[src/rtl/mdom_wvb_hdr_pkg.sv]
// Shared definitions for the waveform-buffer header bundle: field positions,
// stream geometry, serializer state type and the waveform length helper.
package mdom_wvb_hdr_pkg;

  localparam int unsigned HDR_BUNDLE_W = 106;

  localparam int unsigned EVT_LTC_LSB      = 0;
  localparam int unsigned EVT_LTC_MSB      = 48;
  localparam int unsigned START_ADDR_LSB   = 49;
  localparam int unsigned START_ADDR_MSB   = 60;
  localparam int unsigned STOP_ADDR_LSB    = 61;
  localparam int unsigned STOP_ADDR_MSB    = 72;
  localparam int unsigned TRIG_SRC_LSB     = 73;
  localparam int unsigned TRIG_SRC_MSB     = 74;
  localparam int unsigned CNST_RUN_BIT     = 75;
  localparam int unsigned PRE_CONF_LSB     = 76;
  localparam int unsigned PRE_CONF_MSB     = 80;
  localparam int unsigned SYNC_RDY_BIT     = 81;
  localparam int unsigned BSUM_LSB         = 82;
  localparam int unsigned BSUM_MSB         = 100;
  localparam int unsigned BSUM_LEN_SEL_LSB = 101;
  localparam int unsigned BSUM_LEN_SEL_MSB = 103;
  localparam int unsigned BSUM_VALID_BIT   = 104;
  localparam int unsigned LOCAL_COINC_BIT  = 105;

  localparam int unsigned HDR_WORDS = 9;
  localparam int unsigned LAST_IDX  = HDR_WORDS - 1;

  localparam logic [3:0] HDR_TYPE_DEFAULT = 4'h1;

  typedef enum logic {
    ST_IDLE = 1'b0,
    ST_SEND = 1'b1
  } hdr_state_t;

  // Circular-buffer span inclusive of both ends: 1..4096 samples.
  function automatic logic [12:0] calc_wf_len(input logic [11:0] start_addr,
                                              input logic [11:0] stop_addr);
    logic [11:0] span;
    span = stop_addr - start_addr;
    return {1'b0, span} + 13'd1;
  endfunction

endpackage

[src/rtl/mdom_wvb_hdr_unpack.sv]
// Combinational fan-out of the packed 106-bit header bundle into named fields.
module mdom_wvb_hdr_unpack
  import mdom_wvb_hdr_pkg::*;
(
  input  logic [HDR_BUNDLE_W-1:0] bundle,
  output logic [48:0]             evt_ltc,
  output logic [11:0]             start_addr,
  output logic [11:0]             stop_addr,
  output logic [1:0]              trig_src,
  output logic                    cnst_run,
  output logic [4:0]              pre_conf,
  output logic                    sync_rdy,
  output logic [18:0]             bsum,
  output logic [2:0]              bsum_len_sel,
  output logic                    bsum_valid,
  output logic                    local_coinc
);

  assign evt_ltc      = bundle[EVT_LTC_MSB:EVT_LTC_LSB];
  assign start_addr   = bundle[START_ADDR_MSB:START_ADDR_LSB];
  assign stop_addr    = bundle[STOP_ADDR_MSB:STOP_ADDR_LSB];
  assign trig_src     = bundle[TRIG_SRC_MSB:TRIG_SRC_LSB];
  assign cnst_run     = bundle[CNST_RUN_BIT];
  assign pre_conf     = bundle[PRE_CONF_MSB:PRE_CONF_LSB];
  assign sync_rdy     = bundle[SYNC_RDY_BIT];
  assign bsum         = bundle[BSUM_MSB:BSUM_LSB];
  assign bsum_len_sel = bundle[BSUM_LEN_SEL_MSB:BSUM_LEN_SEL_LSB];
  assign bsum_valid   = bundle[BSUM_VALID_BIT];
  assign local_coinc  = bundle[LOCAL_COINC_BIT];

endmodule

[src/rtl/mdom_wvb_hdr_serializer.sv]
// Pops one header per waveform from the FWFT header FIFO and streams it as
// nine 16-bit words with a valid/ready handshake toward the readout arbiter.
module mdom_wvb_hdr_serializer
  import mdom_wvb_hdr_pkg::*;
#(
  parameter logic [3:0] CHAN_ID  = 4'd0,
  parameter logic [3:0] HDR_TYPE = HDR_TYPE_DEFAULT
) (
  input  logic                    clk,
  input  logic                    rst,
  input  logic                    en,
  input  logic [HDR_BUNDLE_W-1:0] hdr_data,
  input  logic                    hdr_empty,
  output logic                    hdr_rdreq,
  output logic [15:0]             dout,
  output logic                    dout_valid,
  input  logic                    dout_ready,
  output logic                    dout_last,
  output logic                    busy,
  output logic [15:0]             hdr_cnt
);

  localparam logic [3:0] LAST_W = 4'(LAST_IDX);

  hdr_state_t              state;
  logic [HDR_BUNDLE_W-1:0] hdr_q;
  logic [3:0]              word_idx;

  logic                    start_hdr;
  logic [HDR_BUNDLE_W-1:0] fld_src;
  logic [3:0]              nxt_idx;
  logic [15:0]             nxt_word;
  logic [12:0]             wf_len;

  logic [48:0] evt_ltc;
  logic [11:0] start_addr;
  logic [11:0] stop_addr;
  logic [1:0]  trig_src;
  logic        cnst_run;
  logic [4:0]  pre_conf;
  logic        sync_rdy;
  logic [18:0] bsum;
  logic [2:0]  bsum_len_sel;
  logic        bsum_valid;
  logic        local_coinc;

  // The pop strobe must coincide with the cycle the FIFO head is latched, so it
  // is decoded from the state rather than registered.
  assign start_hdr = (state == ST_IDLE) && en && !hdr_empty;
  assign hdr_rdreq = start_hdr && !rst;

  // In IDLE the word mux looks at the FIFO head so W0 can be loaded on the pop
  // edge; once sending, it looks at the latched copy and the following index.
  assign fld_src = (state == ST_IDLE) ? hdr_data : hdr_q;
  assign nxt_idx = (state == ST_IDLE) ? '0 : word_idx + 4'd1;

  mdom_wvb_hdr_unpack u_unpack (
    .bundle       (fld_src),
    .evt_ltc      (evt_ltc),
    .start_addr   (start_addr),
    .stop_addr    (stop_addr),
    .trig_src     (trig_src),
    .cnst_run     (cnst_run),
    .pre_conf     (pre_conf),
    .sync_rdy     (sync_rdy),
    .bsum         (bsum),
    .bsum_len_sel (bsum_len_sel),
    .bsum_valid   (bsum_valid),
    .local_coinc  (local_coinc)
  );

  assign wf_len = calc_wf_len(start_addr, stop_addr);

  always_comb begin
    nxt_word = '0;
    case (nxt_idx)
      4'd0: nxt_word = {HDR_TYPE, 2'b00, trig_src, cnst_run, local_coinc,
                        sync_rdy, bsum_valid, bsum_len_sel, 1'b0};
      4'd1: nxt_word = evt_ltc[48:33];
      4'd2: nxt_word = evt_ltc[32:17];
      4'd3: nxt_word = evt_ltc[16:1];
      4'd4: nxt_word = {evt_ltc[0], 3'b000, start_addr};
      4'd5: nxt_word = {4'h0, stop_addr};
      4'd6: nxt_word = bsum[18:3];
      4'd7: nxt_word = {bsum[2:0], pre_conf, 4'h0, CHAN_ID};
      4'd8: nxt_word = {3'b000, wf_len};
      default: nxt_word = '0;
    endcase
  end

  always_ff @(posedge clk) begin
    if (rst) begin
      state      <= ST_IDLE;
      hdr_q      <= '0;
      word_idx   <= '0;
      dout       <= '0;
      dout_valid <= 1'b0;
      dout_last  <= 1'b0;
      busy       <= 1'b0;
      hdr_cnt    <= '0;
    end else begin
      case (state)
        ST_IDLE: begin
          if (start_hdr) begin
            hdr_q      <= hdr_data;
            word_idx   <= nxt_idx;
            dout       <= nxt_word;
            dout_valid <= 1'b1;
            dout_last  <= 1'b0;
            busy       <= 1'b1;
            state      <= ST_SEND;
          end
        end
        ST_SEND: begin
          if (dout_ready) begin
            if (word_idx == LAST_W) begin
              dout       <= '0;
              dout_valid <= 1'b0;
              dout_last  <= 1'b0;
              busy       <= 1'b0;
              hdr_cnt    <= hdr_cnt + 16'd1;
              state      <= ST_IDLE;
            end else begin
              word_idx  <= nxt_idx;
              dout      <= nxt_word;
              dout_last <= (nxt_idx == LAST_W);
            end
          end
        end
        default: state <= ST_IDLE;
      endcase
    end
  end

endmodule

[config.mk]
export PLATFORM = sky130hd
export DESIGN_NAME = mdom_wvb_hdr_serializer
export DESIGN_NICKNAME = d
export VERILOG_FILES = /design/src/rtl/mdom_wvb_hdr_pkg.sv /design/src/rtl/mdom_wvb_hdr_unpack.sv /design/src/rtl/mdom_wvb_hdr_serializer.sv
export SDC_FILE = /design/constraint.sdc
export NUM_CORES = 1
export LEC_CHECK = 0
export ABC_CLOCK_PERIOD_IN_PS = 5600
export BUFFER_PORTS_ARGS = -buffer_cell sky130_fd_sc_hd__buf_2
export CAP_MARGIN = 20
export CORE_MARGIN = 5
export CORE_UTILIZATION = 35
export DETAILED_ROUTE_END_ITERATION = 10
export HOLD_SLACK_MARGIN = 0.15
export PLACE_DENSITY_LB_ADDON = 0.15
export RECOVER_POWER = 100
export SLEW_MARGIN = 20
export SYNTH_ARGS = -nofsm -noshare
export SYNTH_HDL_FRONTEND = slang
export SYNTH_HIERARCHICAL = 1
export SYNTH_SLANG_ARGS = --single-unit
[constraint.sdc]
create_clock -name clk -period 5.6 [get_ports clk]
set_input_delay 0 -clock clk [delete_from_list [all_inputs] [get_ports clk]]
set_output_delay 0 -clock clk [all_outputs]
set_load 0.03 [all_outputs]
==> summary.txt <==
Run status
  • Status: finished, violations left
  • Failing checks: max-capacitance violations, max-slew violations

Clock tree
  • CTS Root Cell: clkbuf_16
  • Post-CTS sizing: 0
  • CTS H-tree lvls: 4
  • Clk buf depth: 2
  • Worst-path clk slew: roughly 0.060 ns
  • Clock latency on the worst-skew pair: 0.43 ns
  • CTS Sinks: 145
  • CTS tree: built
  • Total CTS buffers: 17
  • CTS hold repair buffers: 110
  • Post-CTS Setup Inserts: 0

Finish
  • Final nets: ~1,300
  • # diodes: 0
  • Share of cells above drive strength 1: roughly 23%
  • FILL cells: around 2,600
  • Post-Layout Inst Area: 10,600 um2
  • Final Util: 42.59%
  • Area delta synth->final: 20.90%

Detailed routing
  • Routed Antenna Nets: 0
  • Initial DRC Count: approximately 640
  • Total Wirelength: 29,150 um
  • Via-per-instance ratio: 5.126
  • Drt wl/cell: 18.82 um
  • Vias: between 7,000 and 8,000
  • Drt pass-1 iters: 5
  • DRC viols: 0

Critical path
  • Largest delay share family, worst path: buffers and inverters
  • Cell chain of the critical path: buf_4 > nand3b_1 > clkbuf_1 > nand2_1 > a21oi_1
  • Slowest cell delay on critical path: 2.42 ns
  • Crit-path slowest cell: clkbuf_1
  • Req. time, crit path: 5.95 ns
  • CP arrival: 4.86 ns
  • Buf/Inv on CP: 2
  • Max FO, Critical Path: 72
  • Critical path class: flop to flop
  • CP Launch Type: flop
  • CP Capture Type: flop

Timing
  • Final WS setup: between 1 and 1.5 ns
  • Max_slew headroom: -128.9%
  • Fin. max-slew vios: 112
  • Worst hold slack: 0.2276 ns
  • Final setup fails: 0
  • Final Hold Viols: 0
  • RSZ-0062 raised after global routing: no
  • Fmax: roughly 0.22 GHz
  • Final period util: a little over 80%
  • Tmin final: 4.516 ns
  • TNS Setup: 0 ns
  • Skew final: 0.009191 ns
  • Worst slew pin tran: 3.433 ns

Die
  • Ports: between 100 and 150
  • Initial core utilization: between 30% and 40%
  • Rows: 58
  • Core ar.: 24,890 um2
  • Die H: 168.3 um
  • Die W: 168.3 um
  • DIE AREA: 28,320 um2

GRT
  • Vias in the first global route: 7,704
  • Largest net degree at the start of global routing: 85
  • Gr ovfl total: 0
  • First-pass GRT wire length: 45,310 um
  • Initial antenna violation count: 0
  • Total global-route track usage: approximately a fifth

Yosys
  • Syn Nets: 1,218
  • Synth Register Bits: 145
  • Post-Synthesis Cell Area: 8768 um2
  • Mapped Avg Cell Area: 8.037 um2
  • Synthesized instance count: approximately 1,100
  • Synth unique cells: 62
  • Post-synth EDFFs: 0
  • Yosys Warn Count: 6
  • Main synth FF type: dfxtp_1
  • Post-synthesis sequential area ratio: between 30% and 40%
  • Ys async rst share: 0%

Placement
  • Post-DP Area: 8996 um2
  • PortBufs: 146
  • Dpl hpwl: 20,690 um
  • Pre-CTS setup slack: 1.597 ns
  • Placer's final routability congestion estimate: about 0.9

Flow run
  • Max-capacitance violation count: 2

Hold path
  • Min-delay worst type: input port to flop

Pwr
  • Power density over cell area: approximately 270 nW/um2
  • Leak pwr: 3.957 nW
  • Maximum VDD drop: 0.0001258 V
## final timing paths
| kind | depth (start not counted) | slack [ns] | to | startpoint |
|---|---|---|---|---|
| worst min-delay path | 5 | 0.23 | hdr_q[4] | hdr_empty |
| worst min register to register | 2 | 0.45 | hdr_q[63] | hdr_q[63] |
| worst max-delay path | 5 | 1.08 | hdr_q[84] | state |
| worst max register to register | 5 | 1.08 | hdr_q[84] | state |
## where the power goes
part           switching, mW  internal [mW]
combinational          0.324          0.266
sequential            0.0306           1.07
clock                  0.519          0.609
## registers in the layout, indices dropped and copies added (netlist names)
name       cells
word_idx       4
busy           1
hdr_q        106
dout_last      1
state          1
hdr_cnt       16
dout          16
## final cells by class
cell class / instances / area (um2) / share of cell area, %
clock inverters: 13 / 118.9 / 1.121
flip-flops and latches: 145 / 2907 / 27.42
multi-input cells: 755 / 4758 / 44.88
repair buffers: 271 / 1892 / 17.84
well taps: 330 / 412.9 / 3.895
inverters: 16 / 60.06 / 0.5665
clock buffers: 19 / 452.9 / 4.272
## cell families (layout without fill, tap and decap cells)
group           Yosys count  after routing  synth area share [%]
fa+ha+maj                16             16                 2.369
simple gates            373            373                 18.69
mux                     108            108                 13.84
compound gates          232            232                 16.61
buf+inv                 191            319                 12.79
flops                   145            145                 33.10
xor+xnor                 26             26                 2.597
## per-layer routing
metal | global-route usage (%) | routed length (um) | up-vias
li1 | - | - | 3924
met1 | 27.29 | 12950 | 3754
met2 | 34.40 | 13970 | 231
met3 | 3.545 | 1562 | 31
met4 | 5.540 | 664 | 0
met5 | 0 | 0 | -
## cells in the mapped netlist (9+ instances only)
cell        n  area share, %
nand2_1   255             11
dfxtp_1   145             33
a21oi_1   137            7.8
buf_4     107            9.2
mux2_2    106             14
clkbuf_1   65            2.8
nor2_1     44            1.9
a222oi_1   19            2.2
a22oi_1    18            1.5
ha_1       15            2.1
inv_1      15           0.64
xor2_1     15            1.5
nand3_1    13           0.74
o21ai_0    12           0.68
xnor2_1    11            1.1
nand4_1     9           0.64
## stage by stage
step	total power, mW	cells
floorplan	1.556	1091
global placement	1.660	1407
detailed placement	1.658	1407
CTS	2.850	1549
global route	2.953	1549
finish	2.821	1549
## layout by cell type (no fill, tap or decap), types with 17 or more instances in the layout
cell / n
a222oi_1: 19
a21oi_1: 136
nor2_1: 44
dlygate4sd3_1: 110
buf_2: 110
clkbuf_1: 38
mux2_2: 105
a22oi_1: 18
clkbuf_16: 17
dfxtp_1: 144
nand2_1: 255
## worst min-delay path: cells and delay by family
| family | cells | cell delay (ns) |
|---|---|---|
| buf+inv | 2 | 0.36 |
| compound gates | 1 | 0.05 |
| simple gates | 2 | 0.18 |
Note: power is estimated with default switching activity, not from simulation.
